`config.mk`:
```
export PLATFORM = sky130hd
export DESIGN_NAME = instr_mem_loadable_flat
export DESIGN_NICKNAME = d
export VERILOG_FILES = /design/src/rtl/instr_mem_loadable_if.sv /design/src/rtl/instr_mem_loadable.sv /design/src/flat_wrapper.sv
export SDC_FILE = /design/constraint.sdc
export NUM_CORES = 2
export LEC_CHECK = 0
export CAP_MARGIN = 15
export CORE_MARGIN = 5
export CORE_UTILIZATION = 55
export CTS_BUF_LIST = sky130_fd_sc_hd__clkbuf_8
export DETAILED_ROUTE_END_ITERATION = 6
export PLACE_DENSITY = 0.71
export RECOVER_POWER = 25
export SLEW_MARGIN = 10
export SYNTH_ARGS = -nofsm -noshare
export SYNTH_HDL_FRONTEND = slang
export SYNTH_SLANG_ARGS = --single-unit
```
`constraint.sdc`:
```
create_clock -name clk -period 4.3 [get_ports clk]
set_input_delay 0.43 -clock clk [delete_from_list [all_inputs] [get_ports clk]]
set_output_delay 0.43 -clock clk [all_outputs]
set_load 0.01 [all_outputs]
```
`src/rtl/instr_mem_loadable_if.sv`:
```
// Fetch and boot-loader bus of the loadable instruction memory.
// The memory side uses the slave modport; the PC/IF stage and UART loader drive the master side.
interface instr_mem_loadable_if #(
  parameter int unsigned ADDR_BITS = 6
) ();
  logic                 fetch_en;
  logic [31:0]          fetch_addr;
  logic [31:0]          fetch_data;
  logic                 fetch_valid;
  logic                 fetch_fault;
  logic                 load_start;
  logic                 load_stop;
  logic [7:0]           load_byte;
  logic                 load_byte_valid;
  logic                 load_busy;
  logic                 load_done;
  logic [ADDR_BITS:0]   load_count;

  modport slave (
    input  fetch_en, fetch_addr, load_start, load_stop, load_byte, load_byte_valid,
    output fetch_data, fetch_valid, fetch_fault, load_busy, load_done, load_count
  );

  modport master (
    output fetch_en, fetch_addr, load_start, load_stop, load_byte, load_byte_valid,
    input  fetch_data, fetch_valid, fetch_fault, load_busy, load_done, load_count
  );
endinterface

```
`src/rtl/instr_mem_loadable.sv`:
```
// Instruction memory with a registered word fetch port and a byte-serial loader
// that assembles little-endian words from the UART and writes them sequentially.
module instr_mem_loadable #(
  parameter int unsigned ADDR_BITS = 6,
  parameter string       INIT_FILE = "",
  parameter logic [31:0] NOP_WORD  = 32'h0000_0000
) (
  input  logic                 clk,
  input  logic                 reset,
  instr_mem_loadable_if.slave  bus
);
  localparam int unsigned DEPTH = 2 ** ADDR_BITS;
  localparam int unsigned CNT_W = ADDR_BITS + 1;

  localparam logic [0:0] ST_RUN  = 1'b0;
  localparam logic [0:0] ST_LOAD = 1'b1;

  logic [31:0]          mem [DEPTH];

  logic [0:0]           state, state_nx;
  logic [1:0]           byte_idx, byte_idx_nx;
  logic [31:0]          asm_word, asm_nx;
  logic [31:0]          fetch_data_nx;
  logic                 fetch_valid_nx;
  logic                 fetch_fault_nx;
  logic                 load_busy_nx;
  logic                 load_done_nx;
  logic [CNT_W-1:0]     load_count_nx;
  logic                 mem_we;
  logic [31:0]          mem_wdata;
  logic [ADDR_BITS-1:0] idx;
  logic                 addr_fault;

  // Memory starts zero-filled; it is deliberately not touched by reset.
  initial begin
    for (int i = 0; i < int'(DEPTH); i++) mem[i] = 32'h0000_0000;
  end

  assign idx        = bus.fetch_addr[ADDR_BITS+1:2];
  assign addr_fault = (bus.fetch_addr[1:0] != 2'b00) ||
                      ((bus.fetch_addr >> (ADDR_BITS + 2)) != 32'd0);

  // Next-state and next-output logic.
  always_comb begin
    state_nx       = state;
    byte_idx_nx    = byte_idx;
    asm_nx         = asm_word;
    fetch_data_nx  = bus.fetch_data;
    fetch_valid_nx = 1'b0;
    fetch_fault_nx = 1'b0;
    load_count_nx  = bus.load_count;
    mem_we         = 1'b0;
    mem_wdata      = {bus.load_byte, asm_word[23:0]};

    case (state)
      ST_RUN: begin
        if (bus.fetch_en) begin
          fetch_valid_nx = 1'b1;
          fetch_fault_nx = addr_fault;
          fetch_data_nx  = addr_fault ? NOP_WORD : mem[idx];
        end
        if (bus.load_start) begin
          state_nx      = ST_LOAD;
          load_count_nx = '0;
          byte_idx_nx   = 2'd0;
        end
      end
      default: begin
        if (bus.load_byte_valid) begin
          asm_nx[{byte_idx, 3'b000} +: 8] = bus.load_byte;
          byte_idx_nx                     = byte_idx + 2'd1;
          if (byte_idx == 2'd3) begin
            mem_we        = 1'b1;
            load_count_nx = bus.load_count + CNT_W'(1);
          end
        end
        // A byte arriving with stop is accepted first; any partial word is dropped.
        if (bus.load_stop || (load_count_nx == CNT_W'(DEPTH))) begin
          state_nx    = ST_RUN;
          byte_idx_nx = 2'd0;
        end
      end
    endcase

    load_busy_nx = (state_nx == ST_LOAD);
    load_done_nx = (state == ST_LOAD) && (state_nx == ST_RUN);
  end

  always_ff @(posedge clk or negedge reset) begin
    if (!reset) begin
      state           <= ST_RUN;
      byte_idx        <= 2'd0;
      asm_word        <= 32'h0000_0000;
      bus.fetch_data  <= NOP_WORD;
      bus.fetch_valid <= 1'b0;
      bus.fetch_fault <= 1'b0;
      bus.load_busy   <= 1'b0;
      bus.load_done   <= 1'b0;
      bus.load_count  <= '0;
    end else begin
      state           <= state_nx;
      byte_idx        <= byte_idx_nx;
      asm_word        <= asm_nx;
      bus.fetch_data  <= fetch_data_nx;
      bus.fetch_valid <= fetch_valid_nx;
      bus.fetch_fault <= fetch_fault_nx;
      bus.load_busy   <= load_busy_nx;
      bus.load_done   <= load_done_nx;
      bus.load_count  <= load_count_nx;
    end
  end

  // Loader write port; the write address is the word count before increment.
  always_ff @(posedge clk) begin
    if (mem_we) begin
      mem[bus.load_count[ADDR_BITS-1:0]] <= mem_wdata;
    end
  end
endmodule

```
`src/flat_wrapper.sv`:
```
// flat-port wrapper written by rule: the top's interface ports become plain ports
module instr_mem_loadable_flat 
#(
  parameter int unsigned ADDR_BITS = 6,
  parameter string       INIT_FILE = "",
  parameter logic [31:0] NOP_WORD  = 32'h0000_0000
)
  (clk, reset, bus_fetch_en, bus_fetch_addr, bus_load_start, bus_load_stop, bus_load_byte, bus_load_byte_valid, bus_fetch_data, bus_fetch_valid, bus_fetch_fault, bus_load_busy, bus_load_done, bus_load_count);
  instr_mem_loadable_if #(.ADDR_BITS(ADDR_BITS)) bus_i ();
  input  logic clk;
  input  logic reset;
  input wire logic [$bits(bus_i.fetch_en)-1:0] bus_fetch_en;
  input wire logic [$bits(bus_i.fetch_addr)-1:0] bus_fetch_addr;
  input wire logic [$bits(bus_i.load_start)-1:0] bus_load_start;
  input wire logic [$bits(bus_i.load_stop)-1:0] bus_load_stop;
  input wire logic [$bits(bus_i.load_byte)-1:0] bus_load_byte;
  input wire logic [$bits(bus_i.load_byte_valid)-1:0] bus_load_byte_valid;
  output wire logic [$bits(bus_i.fetch_data)-1:0] bus_fetch_data;
  output wire logic [$bits(bus_i.fetch_valid)-1:0] bus_fetch_valid;
  output wire logic [$bits(bus_i.fetch_fault)-1:0] bus_fetch_fault;
  output wire logic [$bits(bus_i.load_busy)-1:0] bus_load_busy;
  output wire logic [$bits(bus_i.load_done)-1:0] bus_load_done;
  output wire logic [$bits(bus_i.load_count)-1:0] bus_load_count;
  assign bus_i.fetch_en = bus_fetch_en;
  assign bus_i.fetch_addr = bus_fetch_addr;
  assign bus_i.load_start = bus_load_start;
  assign bus_i.load_stop = bus_load_stop;
  assign bus_i.load_byte = bus_load_byte;
  assign bus_i.load_byte_valid = bus_load_byte_valid;
  assign bus_fetch_data = bus_i.fetch_data;
  assign bus_fetch_valid = bus_i.fetch_valid;
  assign bus_fetch_fault = bus_i.fetch_fault;
  assign bus_load_busy = bus_i.load_busy;
  assign bus_load_done = bus_i.load_done;
  assign bus_load_count = bus_i.load_count;
  instr_mem_loadable #(.ADDR_BITS(ADDR_BITS), .INIT_FILE(INIT_FILE), .NOP_WORD(NOP_WORD)) u_core (.clk(clk), .reset(reset), .bus(bus_i));
endmodule
```
; ---- Word level (Yosys, flattened, before mapping)
; Memories as Yosys holds them, arrays and structs flattened.
; Cells that the tools add are included.
[classes]
eq_ne = 3
addsub = 3
shift = 2
n_reduce_logical = 9
n_mux = 23
bitwise = 2
[op_table]
columns = operator, n
row1 = 7-bit 2-to-1 mux, 5
row2 = 32-bit bitwise mux, 1
row3 = 32-bit 2-to-1 mux, 1
row4 = 32-bit nonzero test, 1
row5 = "8-bit by 7-bit variable shift with 32-bit output, first input constant", 1
row6 = 8-bit by 7-bit indexed part select with 32-bit output, 1
row7 = 1-bit 2-to-1 mux, 12
row8 = 2-bit 2-to-1 mux, 4
row9 = "7-bit by 1-bit adder with 7-bit output, second input constant", 1
row10 = "7-bit equality test, second input constant", 1
row11 = 5-bit negation with 7-bit output, 1
row12 = 2-bit AND reduction, 3
row13 = 2-bit nonzero test, 2
row14 = "3-bit != test, second input constant", 1
row15 = "2-bit by 1-bit adder with 2-bit output, second input constant", 1
row16 = "2-bit equality test, second input constant", 1
row17 = 1-bit logical OR, 2
row18 = 1-bit NOT, 2
row19 = 1-bit logical AND, 1
[totals]
out_inout_bits = 43
mem_count = 1
ff_bits = 77
mem_bits_rw = 2048
word_cells = 51
[mem_list]
columns = memory, depth, word_bits, rd, rd_clocked_by_memory_dff, wr, line_no
row1 = u_core.mem, 64, 32, 1, 0, 1, instr_mem_loadable.sv:18  ; logic [31:0] mem [DEPTH];

; ---- Longest topological paths before layout
[depth]
word_depth = 10
mapped_depth = 11
mapped_depth_nobuf = 6

; ---- Worst setup path before layout
; No wires, ideal clock.
[synth_path]
path_type = input-to-reg
start = input bus_load_byte_valid
end = memory u_core.mem[16][0], enable pin
path_buffers = 2
slack_ps = 1067
setup_time_ps = 421
required_time_ps = 3879
t_arrival_ps = 2812
cell_stages = 7
cell_sequence = clkbuf_1 -> and2_1 -> clkbuf_1 -> nand2_1 -> nor2_1 -> nand2_1 -> nor2_1
[synth_via]
elab_chain_len = 4
[synth_lines]
columns = item, line_no
row1 = "start, declared", flat_wrapper.sv:17  ; input wire logic [$bits(bus_i.load_byte_valid)-1:0] bus_load_byte_valid;
row2 = 1-bit 2-to-1 mux, instr_mem_loadable.sv:69  ; if (bus.load_byte_valid) begin
row3 = 1-bit 2-to-1 mux, instr_mem_loadable.sv:55  ; case (state)
row4 = 1-bit 2-to-1 mux, instr_mem_loadable.sv:115  ; if (mem_we) begin
row5 = 1-bit 2-to-1 mux (implied by the code), instr_mem_loadable.sv:116  ; mem[bus.load_count[ADDR_BITS-1:0]] <= mem_wdata;
row6 = "end, declared", instr_mem_loadable.sv:18
; Every way passes these cells.

; ---- Worst setup path in the final report
[layout_path]
start = input bus_load_byte[6]
end = memory u_core.mem[15][30] (data pin)
[layout_rtl]
columns = item, line_no
row1 = "start, declared", flat_wrapper.sv:16  ; input wire logic [$bits(bus_i.load_byte)-1:0] bus_load_byte;
; Straight into the memory's write port.

==> summary.md <==
| Metric | Value |
|---|---|
| Status | `complete, but fails checks` |
| Failing checks | `design-rule violations, max-capacitance violations, max-slew violations` |
| First-pass GRT wire length | `between 200,000 and 300,000 µm` |
| Hold WS | `about 0.23 ns` |
| Clock root buffer | `clkbuf_8` |
| Gr busiest metal | `met2` |
| Mapped Cells | `between 3,000 and 4,000` |
| Syn avg cell area | `21.3 µm²` |
| LEAKAGE | `30.4 nW` |
| Setup WS pre-CTS | `slightly above 0.6 ns` |
| Final setup vio count | `0` |
| GR Util met3 | `0.0698` |
| Post-DP HPWL | `between 100,000 and 150,000 µm` |
| I/O pin count | `89` |
| Vias in the first global route | `just over 40,000` |
| Crit-path max FO | `between 40 and 50` |
| CP most frequent cell | `clkbuf_1` |
| Initial antenna violation count | `8` |
| DRC | `1` |
| Chip height | `between 300 and 400 µm` |
| Total Wirelength | `203,000 µm` |
| RePlAce Congestion | `0.873` |
| Post-CTS sizing | `0` |
| Pwr/cell area | `479 nW/µm²` |
| Post-synthesis register bit count | `approximately 2,100` |
| PortBufs | `between 80 and 90` |
| Share of the synthesized area in the top cell type | `0.757` |
| GRT Total Usage | `0.259` |
| Crit path kind | `input pin to register` |
| Fin util | `0.625` |
| Hold crit path type | `input pin to register` |
| Die span in x | `around 400 µm` |
| Synth warnings | `0` |
| H-Tree Depth | `5` |
| Routed vias/inst | `roughly 6.4` |
| Area leader, netlist | `edfxtp_1` |
| Top post-synthesis cells by count | `edfxtp_1, mux4_2, mux2i_1` |
| Slew Limit Fails | `between 500 and 600` |
| Max-cap violation count | `14` |
| Element type at the critical path start | `input pin` |
| Synth area leaders | `edfxtp_1, mux4_2, mux2i_1` |
| Row count | `between 100 and 150` |
| Total CTS buffers | `343` |
| WP data arrival | `between 3 and 4 ns` |
| Headroom to the max-slew limit | `-1.78` |
| Setup bufs post-CTS | `0` |
| CTS tree | `done` |
| Synth unique cells | `55` |
| Fmax | `0.279 GHz` |
| RSZ-0062 raised after global routing | `false` |
| EDFF count, synth | `2,048` |
| Mean routed wirelength per cell | `about 31 µm` |
| Met1 GRT Util | `0.380` |
| Max VDD drop | `around 0.4 mV` |
| FILL cells | `~9,900` |
| CTS max path bufs | `4` |
| Synth async-reset ratio | `0.0326` |
| Critical Path End Type | `register` |
| Starting Density | `0.552` |
| Sink Count | `approximately 2,100` |
| Die area | `156,000 µm²` |
| Post-layout net count | `approximately 4,300` |
| Clock Pin Slew Worst Setup and Hold Paths | `roughly 0.06 ns` |
| Crit-path slowest cell | `clkbuf_1` |
| Sum Neg Setup Slack | `0 ns` |
| Fraction of final layout cells sized beyond drive strength 1 | `0.256` |
| Tcrit/Tclk final | `0.833` |
| Crit-path max cell delay | `between 1.5 and 2 ns` |
| Largest net degree at the start of global routing | `99` |
| # hold bufs at CTS | `4` |
| Area Overhead vs Synth | `13.3%` |
| Grt ovf | `0` |
| Post-DRT Antenna Nets | `0` |
| 1st-iter DRT viols | `~5,000` |
| Critical Path RT | `roughly 4.7 ns` |
| Pre-antenna DRT Iters | `7` |
| Fin crit period | `between 3 and 4 ns` |
| Mapped cell area | `81,300 µm²` |
| Clk_skew | `around 0.076 ns` |
| Vias | `about 41,000` |
| Final Hold Viols | `0` |
| Seq/Total Area, Yosys | `0.778` |
| Clk_lat worst skew | `just over 1 ns` |
| PnR worst setup slack | `between 0.7 and 0.8 ns` |
| Core footprint | `about 150,000 µm²` |
| Syn nets | `between 3,000 and 4,000` |
| Worst Max-Slew Pin Slew | `4.18 ns` |
| Worst-path cell chain | `dlygate4sd3_1, clkbuf_1, clkbuf_1` |
| Met2 Usage GRT | `0.388` |
| Post-synth top flop | `edfxtp_1` |
| Most common cell in the synthesized netlist | `edfxtp_1` |
## power by group
| part | switching (mW) | internal, mW |
|---|---|---|
| combinational | 2.36 | 0.912 |
| sequential | 1.07 | 24.4 |
| clock | 7.48 | 7.93 |
| total | 10.9 | 33.2 |
## path summary, 6_finish.rpt
check	cells after the start	from	endpoint	slack, ns
max in group asynchronous	4	reset	u_core.asm_word[23]	2.18
min in group asynchronous	4	reset	u_core.asm_word[1]	0.90
hold / removal	2	bus_load_start	u_core.bus.load_count[3]	0.23
setup / recovery	3	bus_load_byte[6]	u_core.mem[15][30]	0.72
setup reg to reg	1	u_core.asm_word[9]	u_core.mem[59][9]	0.83
hold reg to reg	1	u_core.asm_word[21]	u_core.asm_word[21]	0.53
## layer usage
metal  up-vias  routed length [µm]
met5         -                  27
met4         4                5740
met3       318               23000
met2      2356               93400
met1     21600               80600
li1      17000                   -
## sequential cells by signal (all words and copies together) (netlist names), 2 cells and up
name / count
u_core.mem: 2048
u_core.bus.fetch_data: 32
u_core.bus.load_count: 7
u_core.asm_word: 24
u_core.byte_idx: 2
## placed cells by master, fill, tap and decap left out, types with 36 or more instances in the layout
master,count
o21ai_0,41
mux4_2,386
buf_4,180
inv_1,112
a211o_1,36
buf_12,39
edfxtp_1,2048
nand2_1,100
o22ai_1,112
clkdlybuf4s50_1,75
mux2i_1,294
clkinv_1,79
clkbuf_8,364
a2111oi_0,36
dfrtp_1,65
nor2_4,64
mux2_2,55
## kinds of logic (layout without fill, tap and decap cells)
group                    Yosys count  in the layout  share of synthesized area
AO/OA/AOI/OAI                    408            408                     0.0371
XOR/XNOR                           6              6                   0.000646
adder cells (fa/ha/maj)            6              6                   0.000923
buffers and inverters            228            913                     0.0149
flip-flops                      2117           2117                      0.778
multiplexers                     735            735                      0.151
other                              0              9                          0
AND/OR/NAND/NOR                  314            314                     0.0179
## layout make-up
class / instances / area (µm²) / share of cell area
Timing Repair Buffer: 321 / 3060 / 0.0332
Inverter: 7 / 26.3 / 0.000285
Clock inverter: 221 / 960 / 0.0104
Clock buffer: 364 / 5010 / 0.0544
Multi-Input combinational cell: 1469 / 17400 / 0.189
Antenna cell: 9 / 22.5 / 0.000244
Sequential cell: 2117 / 63200 / 0.686
Tap cell: 1930 / 2410 / 0.0262
## through the flow
stage | total power [mW] | area, µm² | instances
4_1_cts | 44.3 | 92200 | 6426
6_report | 44.1 | 92100 | 6438
2_1_floorplan | 26.9 | 81300 | 3814
3_3_place_gp | 28.9 | 86100 | 5836
5_1_grt | 45.6 | 92100 | 6430
3_5_place_dp | 29.1 | 86100 | 5837
## worst max-delay path, delay by kind of cell
kind / cells / cell delay, ns
buffers and inverters: 3 / 3.52
Power figures use the tool's default switching activity.
